===== src/rtl/vga_sync_gen.sv =====
// ---------------------------------------------------------------------------
// vga_sync_gen
//   VGA raster timing generator with DAC output register stage.
//   A clock divider produces a one-clk pixel strobe (pix_tick). Column and line
//   counters advance on that strobe, and a frame counter toggles the sprite
//   animation phase (troca) every TROCA_FRAMES frames. Renderer colour, sync
//   and blank are registered together on pix_tick from the pre-tick counter
//   values, so everything reaches the DAC pins with the same one-pixel delay.
//
// Ports
//   clk            system clock
//   reset          synchronous, active-high reset
//   R_in/G_in/B_in renderer colour for the current h_counter/v_counter
//   h_counter      current pixel column, 0..H_TOTAL-1
//   v_counter      current line, 0..V_TOTAL-1
//   video_on       1 inside the visible area (combinational from the counters)
//   pix_tick       one-clk pixel advance strobe
//   frame_tick     one-clk pulse on the last pixel of the frame
//   troca          animation phase toggle
//   VGA_R/G/B      registered colour to the DAC, zero outside the visible area
//   VGA_HS/VGA_VS  registered syncs, active low
//   VGA_BLANK_N    registered, 1 when visible
//   VGA_SYNC_N     constant 0
//   VGA_CLK        registered pixel clock to the DAC
// ---------------------------------------------------------------------------
module vga_sync_gen #(
    parameter int CLK_DIV      = 2,
    parameter int H_VISIBLE    = 640,
    parameter int H_FP         = 16,
    parameter int H_SYNC       = 96,
    parameter int H_BP         = 48,
    parameter int V_VISIBLE    = 480,
    parameter int V_FP         = 10,
    parameter int V_SYNC       = 2,
    parameter int V_BP         = 33,
    parameter int TROCA_FRAMES = 30
) (
    input  logic       clk,
    input  logic       reset,
    input  logic [7:0] R_in,
    input  logic [7:0] G_in,
    input  logic [7:0] B_in,
    output logic [9:0] h_counter,
    output logic [9:0] v_counter,
    output logic       video_on,
    output logic       pix_tick,
    output logic       frame_tick,
    output logic       troca,
    output logic [7:0] VGA_R,
    output logic [7:0] VGA_G,
    output logic [7:0] VGA_B,
    output logic       VGA_HS,
    output logic       VGA_VS,
    output logic       VGA_BLANK_N,
    output logic       VGA_SYNC_N,
    output logic       VGA_CLK
);

    localparam int H_TOTAL = H_VISIBLE + H_FP + H_SYNC + H_BP;
    localparam int V_TOTAL = V_VISIBLE + V_FP + V_SYNC + V_BP;
    localparam int DIV_W   = $clog2(CLK_DIV);
    localparam int FC_W    = (TROCA_FRAMES > 1) ? $clog2(TROCA_FRAMES) : 1;

    localparam logic [DIV_W-1:0] DIV_LAST = DIV_W'(CLK_DIV - 1);
    localparam logic [DIV_W-1:0] DIV_HALF = DIV_W'(CLK_DIV / 2);
    localparam logic [FC_W-1:0]  FC_LAST  = FC_W'(TROCA_FRAMES - 1);
    localparam logic [9:0] H_LAST   = 10'(H_TOTAL - 1);
    localparam logic [9:0] V_LAST   = 10'(V_TOTAL - 1);
    localparam logic [9:0] H_VIS    = 10'(H_VISIBLE);
    localparam logic [9:0] V_VIS    = 10'(V_VISIBLE);
    localparam logic [9:0] HS_START = 10'(H_VISIBLE + H_FP);
    localparam logic [9:0] HS_END   = 10'(H_VISIBLE + H_FP + H_SYNC - 1);
    localparam logic [9:0] VS_START = 10'(V_VISIBLE + V_FP);
    localparam logic [9:0] VS_END   = 10'(V_VISIBLE + V_FP + V_SYNC - 1);

    logic [DIV_W-1:0] div_cnt_q,   div_cnt_d;
    logic [9:0]       h_cnt_q,     h_cnt_d;
    logic [9:0]       v_cnt_q,     v_cnt_d;
    logic [FC_W-1:0]  frame_cnt_q, frame_cnt_d;
    logic             troca_q,     troca_d;
    logic [7:0]       vga_r_q,     vga_r_d;
    logic [7:0]       vga_g_q,     vga_g_d;
    logic [7:0]       vga_b_q,     vga_b_d;
    logic             vga_hs_q,    vga_hs_d;
    logic             vga_vs_q,    vga_vs_d;
    logic             blank_n_q,   blank_n_d;
    logic             vga_clk_q,   vga_clk_d;

    logic pix_tick_s;
    logic frame_tick_s;
    logic video_on_s;
    logic in_hsync_s;
    logic in_vsync_s;

    // Strobes are forced low while reset is asserted so nothing downstream
    // sees a pixel advance during a reset cycle.
    assign pix_tick_s   = ~reset & (div_cnt_q == DIV_LAST);
    assign frame_tick_s = pix_tick_s & (h_cnt_q == H_LAST) & (v_cnt_q == V_LAST);
    assign video_on_s   = (h_cnt_q < H_VIS) & (v_cnt_q < V_VIS);
    assign in_hsync_s   = (h_cnt_q >= HS_START) & (h_cnt_q <= HS_END);
    assign in_vsync_s   = (v_cnt_q >= VS_START) & (v_cnt_q <= VS_END);

    // Next-state logic for the divider, raster counters and animation phase.
    always_comb begin
        h_cnt_d     = h_cnt_q;
        v_cnt_d     = v_cnt_q;
        frame_cnt_d = frame_cnt_q;
        troca_d     = troca_q;

        if (div_cnt_q == DIV_LAST) begin
            div_cnt_d = {DIV_W{1'b0}};
        end else begin
            div_cnt_d = div_cnt_q + DIV_W'(1);
        end

        // The DAC clock is high for the second half of each pixel, so the
        // register stage (updated when the divider wraps) changes on its fall.
        vga_clk_d = (div_cnt_d >= DIV_HALF);

        if (pix_tick_s) begin
            if (h_cnt_q == H_LAST) begin
                h_cnt_d = 10'd0;
                if (v_cnt_q == V_LAST) begin
                    v_cnt_d = 10'd0;
                end else begin
                    v_cnt_d = v_cnt_q + 10'd1;
                end
            end else begin
                h_cnt_d = h_cnt_q + 10'd1;
            end
        end else begin
            h_cnt_d = h_cnt_q;
        end

        if (frame_tick_s) begin
            if (frame_cnt_q == FC_LAST) begin
                frame_cnt_d = {FC_W{1'b0}};
                troca_d     = ~troca_q;
            end else begin
                frame_cnt_d = frame_cnt_q + FC_W'(1);
            end
        end else begin
            frame_cnt_d = frame_cnt_q;
        end
    end

    // DAC register stage: captures colour/sync/blank for the pixel that is
    // ending, so all pins carry the same pixel one period later.
    always_comb begin
        vga_r_d   = vga_r_q;
        vga_g_d   = vga_g_q;
        vga_b_d   = vga_b_q;
        vga_hs_d  = vga_hs_q;
        vga_vs_d  = vga_vs_q;
        blank_n_d = blank_n_q;
        if (pix_tick_s) begin
            // Renderers OR sprites together, so porches must be forced black.
            vga_r_d   = video_on_s ? R_in : 8'h00;
            vga_g_d   = video_on_s ? G_in : 8'h00;
            vga_b_d   = video_on_s ? B_in : 8'h00;
            vga_hs_d  = ~in_hsync_s;
            vga_vs_d  = ~in_vsync_s;
            blank_n_d = video_on_s;
        end else begin
            blank_n_d = blank_n_q;
        end
    end

    // State register with synchronous reset.
    always_ff @(posedge clk) begin
        if (reset) begin
            div_cnt_q   <= {DIV_W{1'b0}};
            h_cnt_q     <= 10'd0;
            v_cnt_q     <= 10'd0;
            frame_cnt_q <= {FC_W{1'b0}};
            troca_q     <= 1'b0;
            vga_r_q     <= 8'h00;
            vga_g_q     <= 8'h00;
            vga_b_q     <= 8'h00;
            vga_hs_q    <= 1'b1;
            vga_vs_q    <= 1'b1;
            blank_n_q   <= 1'b0;
            vga_clk_q   <= 1'b0;
        end else begin
            div_cnt_q   <= div_cnt_d;
            h_cnt_q     <= h_cnt_d;
            v_cnt_q     <= v_cnt_d;
            frame_cnt_q <= frame_cnt_d;
            troca_q     <= troca_d;
            vga_r_q     <= vga_r_d;
            vga_g_q     <= vga_g_d;
            vga_b_q     <= vga_b_d;
            vga_hs_q    <= vga_hs_d;
            vga_vs_q    <= vga_vs_d;
            blank_n_q   <= blank_n_d;
            vga_clk_q   <= vga_clk_d;
        end
    end

    assign h_counter   = h_cnt_q;
    assign v_counter   = v_cnt_q;
    assign video_on    = video_on_s;
    assign pix_tick    = pix_tick_s;
    assign frame_tick  = frame_tick_s;
    assign troca       = troca_q;
    assign VGA_R       = vga_r_q;
    assign VGA_G       = vga_g_q;
    assign VGA_B       = vga_b_q;
    assign VGA_HS      = vga_hs_q;
    assign VGA_VS      = vga_vs_q;
    assign VGA_BLANK_N = blank_n_q;
    assign VGA_SYNC_N  = 1'b0;
    assign VGA_CLK     = vga_clk_q;

endmodule

===== config.mk =====
export PLATFORM = sky130hd
export DESIGN_NAME = vga_sync_gen
export DESIGN_NICKNAME = d
export VERILOG_FILES = /design/src/rtl/vga_sync_gen.sv
export SDC_FILE = /design/constraint.sdc
export NUM_CORES = 1
export LEC_CHECK = 0
export ABC_AREA = 1
export CORE_ASPECT_RATIO = 1.75
export CORE_MARGIN = 1.5
export CORE_UTILIZATION = 30
export CTS_CLUSTER_SIZE = 30
export DETAILED_ROUTE_END_ITERATION = 8
export GPL_TIMING_DRIVEN = 0
export MAX_ROUTING_LAYER = met4
export PLACE_DENSITY = 0.62
export SYNTH_ARGS = -nofsm -noshare
export SYNTH_HDL_FRONTEND = slang
export SYNTH_SLANG_ARGS = --single-unit

===== constraint.sdc =====
create_clock -name clk -period 1.3 [get_ports clk]
set_input_delay 0.26 -clock clk [delete_from_list [all_inputs] [get_ports clk]]
set_output_delay 0.26 -clock clk [all_outputs]
set_load 0.05 [all_outputs]

==> results.yml <==
outcome:
  outcome: "finished with violations"
  violations: "negative setup slack"
synth:
  netlist_top_cells_area: "dfxtp_1 (44%), nand2_1 (14%), nand3_1 (9.8%), nor2_1 (4.6%), inv_1 (3.8%)"
  syn_area_per_cell_sq_um: 7.481
  synth_seq_cells: 54
  synth_cell_types: 32
  syn_inst: 329
  synth_fp_nets: 361
  ys_seq_area_share_pct: 43.92
  yosysTopAreaCell: "dfxtp_1"
  synth_area_sq_mm: 0.002461
  yosysTopAreaCellShare_pct: 43.92
  yosys_warnings: 0
critical_path:
  cp.arrival_ps: 1460
  slowest_delay_ps: 360
  path_delay_family: "flip-flops"
  end_kind: "output port"
  path_cells: "ha_4, nand2_4, nor2_4, nand4_4, buf_8, nor2_4, buf_8"
  cpMaxStageDelayCell: "dfxtp_4"
  critPathBufInv: 2
  critPathMaxFanout: 2
  cp.required_ps: 1040
  setup.worst_path.start_class: "flop"
  path_class: "flop to output port"
global_routing:
  grt_max_degree: 17
  grt_pass1_vias: 2636
  gr-total-overflow: 0
  grt_pass1_wl_um: 11820
  antenna_found_initial: 0
  grt.total_usage_pct: 17.62
layout:
  drive_above_1_share_pct: 43.15
  finalNonFillerCells: 535
  final_common_cell: "nand2_1"
  diodes: 0
  area_growth_pct: 62.23
  final_area_sq_mm: 0.003993
  finalNetCount: 476
  mostFrequentLayoutCells: "nand2_1 (82), buf_2 (35), dfxtp_1 (33), nand3_2 (29), nor2_1 (27)"
routing:
  drc_errors: 0
  met3WireLength_um: 347
  dr_wl_met2_um: 3843
  firstDrtPassIters: 6
  drt_iter0_drc: 120
  drt.antenna.violating_nets: 0
  wl_per_cell_um: 13.23
  wirelength_um: 7080
  via_count: 2565
  viasPerCell: 4.794
  dr.max_layer_used: "met4"
  wl_met1_um: 2724
timing:
  final_max_slew_viol_count: 0
  rsz0062_at_grt: "yes"
  period_minus_slack_ps: 1723
  fin_ws_ps: -422.9
  fin_skew_ps: 3.280
  timing.final.crit_share_pct: 132.5
  hold_violations: 0
  setup_violations: 26
  max_freq_mhz: 580.4
clock_tree:
  cts.path.max_buffers: 2
  cts.clk_slew.worst_paths_ps: 70
  cts_buffers: 5
  cts_root_buffer: "clkbuf_16"
  htreeDepth: 2
  cts.sinks: 54
  cts_tree: "done"
  clk_latency_ps: 300
pwr:
  p_int_uw: 2620
  p_clk_share_pct: 36.4
  p_switching_uw: 1020
  switching_share_pct: 28.03
  power_density_mw_per_mm2: 911.8
  seqPwrFrac_pct: 47.6
  combPwrFrac_pct: 16.0
  vdd_ir_drop_max_mv: 0.7586
  leakagePower_uw: 0.001751
floorplan:
  core_sq_mm: 0.007963
  rows: 43
  die_w_um: 71.47
  initial_core_util_pct: 30.91
  die-area_sq_mm: 0.008777
  io-pin-count: 79
  die_h_um: 122.8
place:
  place_area_sq_mm: 0.003438
  hpwl_um: 4878
  io_buffers: 77
  place_ws_ps: -1315
  dpl.cell_count: 496
  place_congestion: 0.8949
flow_run:
  drv_cap: 0
hold_path:
  hp-class: "flop to flop"
-- worst register-to-register path, cell delays in order, from the launching register on --
cell and delay [ps]:
dfxtp_4 360, ha_4 140, nand2_4 50, nor2_4 130, nand4_4 100, buf_4 160, buf_6 100, buf_6 120
o21ai_4 210, buf_6 140, nor3_1 50
-- Yosys cell counts --
| library cell | n |
|---|---|
| xor2_1 | 2 |
| conb_1 | 1 |
| o21ai_0 | 8 |
| buf_2 | 7 |
| o21ai_4 | 1 |
| a21o_1 | 1 |
| nand4_1 | 3 |
| inv_1 | 25 |
| nand2_1 | 90 |
| nor4_4 | 1 |
| ha_1 | 6 |
| inv_2 | 3 |
| nor2_2 | 3 |
| xnor2_1 | 3 |
| a21oi_1 | 13 |
| nand2_4 | 1 |
| a31o_2 | 1 |
| nand2_2 | 1 |
| dfxtp_1 | 54 |
| nor3_2 | 1 |
| nor3b_1 | 1 |
| buf_6 | 1 |
| buf_4 | 1 |
| nor2_4 | 6 |
| nand4_4 | 1 |
| clkbuf_1 | 1 |
| nor4_1 | 1 |
| nor3_1 | 12 |
| nand3_1 | 48 |
| nand3_2 | 1 |
| nor2_1 | 30 |
| o21a_1 | 1 |
-- cell families after synthesis --
logic type | Yosys count | share of synthesized area (%)
buffers and inverters | 38 | 6.609
XOR/XNOR | 5 | 1.780
AO/OA/AOI/OAI | 25 | 5.898
AND/OR/NAND/NOR | 200 | 38.59
adder cells (fa/ha/maj) | 6 | 3.050
other | 1 | 0.1524
flip-flops | 54 | 43.92
-- sequential cells by signal, indices dropped and copies added (netlist names) --
register and flops:
v_counter 10, VGA_VS 1, VGA_BLANK_N 1, VGA_G 8, VGA_HS 1, div_cnt_q 1, frame_cnt_q 5, troca 1
VGA_B 8, h_counter 10, VGA_R 8
-- power by group through the flow --
stage | Clock [uW] | Sequential, uW | Combinational (uW)
final | 1330 | 1730 | 583
after global routing | 1430 | 1740 | 615
after CTS | 1360 | 1730 | 579
after detailed placement | 0 | 1780 | 537
after global placement | 0 | 1780 | 536
after floorplan | 0 | 1970 | 117
-- stage by stage --
step / total power (uW) / hold WS (ps) / util (%) / TNS, ps
4_1_cts: 3677 / 453.8 / 49.62 / -10140
3_5_place_dp: 2313 / 440.6 / 43.18 / -31240
3_3_place_gp: 2312 / 435.7 / 43.18 / -30150
6_report: 3641 / 450.5 / 50.14 / -7400
2_1_floorplan: 2087 / 391.3 / - / -2828
5_1_grt: 3782 / 471.9 / 50.14 / -10660
-- per-layer routing --
layer,vias to the layer above,track usage [%]
met3,11,4.187
met4,0,7.783
met1,1198,18.17
met5,-,-
li1,1291,-
met2,65,31.43
-- timing repair --
item                       in CTS  in global routing
buffers inserted               28                  6
hold buffers                    0                  0
resized for setup             255                 80
cloned                          1                  0
setup endpoints to repair      97                 78
pin swaps                      11                 12
-- final cells by class --
type                       count  area, sq um
fill                         770         3970
multi-input combinational    237         1463
sequential                    54         1127
timing repair buffer         108        924.6
clock buffer                   5        125.1
buffer                        10        112.6
inverter                      28        112.6
tap                           90        112.6
clock inverter                 3        15.01
-- worst paths after layout --
check        cells after the start  slack [ps]          from           end
max reg2reg                     10        -370  h_counter[1]  v_counter[3]
max                              7        -420  h_counter[1]    frame_tick
min                              2         450      VGA_R[4]      VGA_R[4]
min reg2reg                      2         450      VGA_R[4]      VGA_R[4]
Power figures use the tool's default switching activity.
